<file path="config.mk">
export PLATFORM = sky130hd
export DESIGN_NAME = clk_divider
export DESIGN_NICKNAME = d
export VERILOG_FILES = /design/src/rtl/clk_divider.sv
export SDC_FILE = /design/constraint.sdc
export NUM_CORES = 1
export LEC_CHECK = 0
export CAP_MARGIN = 15
export CORE_MARGIN = 2
export CORE_UTILIZATION = 44
export DETAILED_ROUTE_END_ITERATION = 7
export PLACE_DENSITY = 0.67
export SYNTH_ARGS = -nofsm -noshare
export SYNTH_HDL_FRONTEND = slang
export SYNTH_SLANG_ARGS = --single-unit
</file>
<file path="constraint.sdc">
create_clock -name i_clk -period 3.5 [get_ports i_clk]
set_input_delay 0.35 -clock i_clk [delete_from_list [all_inputs] [get_ports i_clk]]
set_output_delay 0.35 -clock i_clk [all_outputs]
set_load 0.03 [all_outputs]
</file>
<file path="src/rtl/clk_divider.sv">
// clk_divider: integer clock divider producing a registered divided clock plus a
// one-cycle source-domain strobe on each divided-clock rising edge.
module clk_divider #(
  parameter int unsigned INPUT_CLOCK  = 27000000,
  parameter int unsigned OUTPUT_CLOCK = 1
) (
  input  logic i_clk,
  input  logic i_rst_n,
  output logic o_clk,
  output logic o_tick
);
  // 64-bit math so 2*OUTPUT_CLOCK cannot overflow; the guard avoids dividing by zero
  localparam longint unsigned RATIO = (OUTPUT_CLOCK == 0) ? 64'd0 :
                                      64'(INPUT_CLOCK) / (64'(OUTPUT_CLOCK) * 64'd2);
  localparam int unsigned HALF = (RATIO == 64'd0) ? 32'd1 : 32'(RATIO);
  localparam int CW = (HALF <= 2) ? 1 : $clog2(HALF);
  localparam logic [CW-1:0] LAST = CW'(HALF - 1);
  if (INPUT_CLOCK == 0 || OUTPUT_CLOCK == 0) begin : g_bad_cfg
    $fatal(1, "clk_divider: INPUT_CLOCK and OUTPUT_CLOCK must be nonzero");
  end
  logic [CW-1:0] cnt_q, cnt_d;
  logic          clk_q, clk_d, tick_q, tick_d, wrap;
  always_comb begin
    wrap   = cnt_q == LAST;
    cnt_d  = wrap ? '0 : cnt_q + 1'b1;
    clk_d  = clk_q ^ wrap;
    tick_d = wrap & ~clk_q;
  end
  always_ff @(posedge i_clk or negedge i_rst_n) begin
    if (!i_rst_n) begin
      cnt_q  <= '0;
      clk_q  <= 1'b0;
      tick_q <= 1'b0;
    end else begin
      cnt_q  <= cnt_d;
      clk_q  <= clk_d;
      tick_q <= tick_d;
    end
  end
  assign o_clk  = clk_q;
  assign o_tick = tick_q;
endmodule

</file>
* Word-level counts from Yosys, hierarchy flattened
Cells that the tools add are included.
** Word-level totals
- Register bits :: 26
- Latch bits :: 0
- Memory bits (writable) :: 0
- Memory bits (read-only) :: 0
- Input port bits :: 2
- Output and inout port bits :: 2
- Logic and storage cells :: 9
- Memories :: 0
** Operators by class
- Add/subtract/negate cells :: 1
- Multipliers :: 0
- Divide/modulo/power cells :: 0
- $lt $le $gt $ge :: 0
- Eq/ne operators :: 1
- Shift operators :: 0
- Mux-type cells :: 1
- Bitwise logic cells :: 3
- Reductions and logical operators :: 0
** Operator list (number)
- $add A24 B1 Y24 const B :: 1
- $eq A24 B24 Y1 const B :: 1
- $mux W24 :: 1
- $and A1 B1 Y1 :: 1
- $not A1 Y1 :: 1
- $xor A1 B1 Y1 :: 1

* Longest topological paths before layout
- Depth in word-level cells :: 2
- Mapped depth :: 7
- Depth with buffers taken out :: 6

* Least setup slack after synthesis
No wires, ideal clock.
- Path kind :: register -> register
- Start point :: register cnt_q[9]
- End point :: register clk_q, in the netlist o_clk
- Library setup time :: 0.063 ns
- Arrival time :: 1.902 ns
- Data required time :: 3.437 ns
- Slack :: 1.535 ns
- Cell stages (with the launch flop) :: 7
- Clock period less this slack :: 1.965 ns
- Cell sequence :: dfrtp_1 nand4_4 or3_2 nor3_4 buf_2 ha_1 inv_1
** Between the ends
- Longest elaborated chain between the ends :: 2
** Ends and longest elaborated chain
- start: declaration :: RTL line 21 : logic [CW-1:0] cnt_q, cnt_d;
- start signal: assignment :: RTL line 35 : cnt_q <= cnt_d;
- $eq A24 B24 Y1 :: RTL line 24 : wrap = cnt_q == LAST;
- $xor A1 B1 Y1 :: RTL line 26 : clk_d = clk_q ^ wrap;
- net clk_d :: RTL line 22 : logic clk_q, clk_d, tick_q, tick_d, wrap;
- end signal: assignment :: RTL line 36 : clk_q <= clk_d;
- end: declaration :: RTL line 22
The timed path passes the listed nets, and every way through them passes these cells.

* Final worst setup path
- Start point :: register cnt_q[5]
- End point :: register cnt_q[23]
** Between the ends
- Longest elaborated chain between the ends :: 2
- Elaborated cells between the ends (all ways) :: 3
- Those cells by class :: 1 x add/sub; 1 x eq/ne; 1 x mux
** Ends and longest elaborated chain
- $add A24 B1 Y24 / $eq A24 B24 Y1 (equally long branches) :: RTL line 25, 24
- $mux W24 (*) :: RTL line 25 : cnt_d = wrap ? '0 : cnt_q + 1'b1;
- net cnt_d[23] :: RTL line 21
Mark *: on every way through the listed nets, which the timed path passes. The rest lies on a longest branch.

==> out/metrics.cfg <==
[flow_run]
cap_violations = 0

[setup_path]
crit_top_cell = or4_1
critPathMaxFanout = 11
critPathSlowestCell = or4_1
rrSetupSlack_ps = 1280
crit_type = reg2reg
crit_chain = nand4_1 -> or4_1 -> or4_1 -> a21oi_1
max_stage_delay_ps = 750
r2r-start = cnt_q[5]
crit_end = cnt_q[23]
required_ps = 3750
crit_path_end_kind = register
reg2reg_depth = 4
arrival_ps = 2470
r2r_end = cnt_q[23]
start_kind = register
cp-startpoint = cnt_q[5]

[clock_network]
cts.hold.buffers_added = 0
clk_pin_slew_worst_paths_ps = 130
postCtsResizedCells = 0
clockBufferDepth = 2
cts_tree = built
cts_sinks = 26
numCtsBuffers = 3
htree_levels = 1
post_cts_buffers = 0
clk_latency_ps = 310
clockRootBuffer = clkbuf_4

[sta]
setup_viol = 0
min_period_ps = 2222
post-route-period-util_pct = 63.48
setup_ws_ps = 1278
setup_tns_ps = 0
fmaxAchievable_ghz = 0.4501
skew_ps = 2.727
rsz0062_at_grt = false
slew_viol_final = 0
finalHoldViolations = 0
hold_ws_ps = 299.1
maxSlewHeadroom_pct = 63.32
tightestPinTransition_ps = 548.5

[detailed_routing]
drc = 0
antenna_left = 0
routed_wl_um = 2224
wl_per_cell_um = 13.90
vias_per_cell = 5.563
first_iter_violations = 34
vias = 890
drt_pre_antenna_iters = 5

[synthesis]
synth_most_common_cell = dfrtp_1
synth_area_per_cell_um2 = 10.20
synth_top_area_share_pct = 51.43
syn_nets = 128
synth_area_um2 = 1265
synth-seq-cells = 26
ys_warn_count = 0
yosysSeqAreaShare_pct = 51.43
yosysTopAreaCell = dfrtp_1
synthArstFlopShare_pct = 100.0
ys_top_cells_by_area = dfrtp_1 (51%), xnor2_1 (7.6%), xor2_1 (4.8%)
synth_common_cells = dfrtp_1 (26), nor2_1 (15), xnor2_1 (11), nand2_1 (8)
ys_types = 27
netlist_instances = 124
synth_ff_type = dfrtp_1
synth_edf_count = 0

[final_layout]
drive_gt1_share_pct = 6.202
nets = 135
areaGrowthSynthToFinish_pct = 8.902
fill_cells = 250
regArea_um2 = 650.6
multi_input_area_um2 = 578.1
diodes = 0
fin_area_um2 = 1378

[power]
switching_share_pct = 20.01
p_int_mw = 0.3447
pwr-share-seq_pct = 69.7
p_leak_nw = 0.5926
power_frac_clock_pct = 27.9
irDropWorstVdd_mv = 0.2369
powerDensity_nw_per_um2 = 312.8
power_frac_comb_pct = 2.4
switchingPower_mw = 0.08625

[global_routing]
antenna_found_initial = 0
grt_use_total_pct = 14.79
grt_pass1_vias = 854
grt_first_pass_wirelength_um = 3746
grt_max_degree = 27
grt_overflow_total = 0

[place]
dp_hpwl_um = 1570
port_buffers = 3
place_ws_ps = 1309
placed_cell_area_um2 = 1328
place.gp.congestion = 0.8210

[floorplan]
start_util_pct = 46.27
coreArea_um2 = 2734
die_h_um = 57.62
rows = 19
ioPinCount = 4
dieArea_um2 = 3320
die_x_um = 57.62

[outcome]
outcome = complete, no violations

[hold_path]
hold_path_class = in2async

metrics by stage:
stage	utilization, %	std cells	total power [mW]
6_report	50.39	160	0.4309
5_1_grt	50.39	160	0.4470
4_1_cts	49.38	159	0.4313
3_5_place_dp	48.56	156	0.3131
3_3_place_gp	48.56	156	0.3129
2_1_floorplan	-	124	0.3062
cell type report:
type	instances	share of cell area [%]
Clock buffer	3	1.635
Inverter	6	1.635
Timing Repair Buffer	5	4.723
Multi-Input combinational cell	89	41.96
Sequential cell	26	47.23
Tap cell	31	2.816
critical path, delay by kind of cell (launching register included):
| kind | cells | cell delay [ps] |
|---|---|---|
| flops | 1 | 450 |
| simple gates | 3 | 1550 |
| compound gates | 1 | 150 |
worst min path at each step:
stage                         start   endpoint  cells after the start
final                       i_rst_n   cnt_q[6]                      1
after global routing        i_rst_n  cnt_q[23]                      1
after global placement    cnt_q[21]  cnt_q[21]                      1
after floorplan             i_rst_n   cnt_q[0]                      0
after CTS                 cnt_q[21]  cnt_q[21]                      1
after detailed placement  cnt_q[21]  cnt_q[21]                      1
state kept, by name (all words and copies together), names as in the netlist:
register,count
cnt_q,24
o_clk,1
o_tick,1
metal layers:
| layer | routed length, um | global-route usage [%] | up-vias |
|---|---|---|---|
| li1 | - | - | 447 |
| met4 | 47 | 8.306 | 0 |
| met5 | 0 | 0 | - |
| met3 | 53 | 2.009 | 5 |
| met2 | 1000 | 23.05 | 16 |
| met1 | 1123 | 19.91 | 422 |
power by group through the flow:
stage	sequential [mW]	combinational, mW	clock [mW]
floorplan	0.306	0.000000210	0
global placement	0.306	0.00683	0
detailed placement	0.306	0.00700	0
CTS	0.300	0.00689	0.124
global route	0.300	0.0117	0.135
finish	0.300	0.0103	0.120
cell families (layout without fill, tap and decap cells):
group / Yosys count / count (layout) / share of synthesized area (%)
buf+inv: 9 / 14 / 2.868
xor+xnor: 18 / 18 / 12.46
fa+ha+maj: 2 / 2 / 1.978
simple gates: 61 / 61 / 27.60
compound gates: 8 / 8 / 3.660
flops: 26 / 26 / 51.43
layout by cell type (no fill, tap or decap), drive strengths merged, types with 2 or more instances in the layout:
master and count:
dfrtp 26, nor2 15, xnor2 11, nand2 8, nand4 8, nand3 7
xor2 7, inv 6, nor3 6, nor4 5, a21oi 4, or4 3
clkbuf 3, clkdlybuf4s50 3, or3 3, and4 2, o21ai 2, ha 2
buf 2
Note: power is estimated with default switching activity, not from simulation.
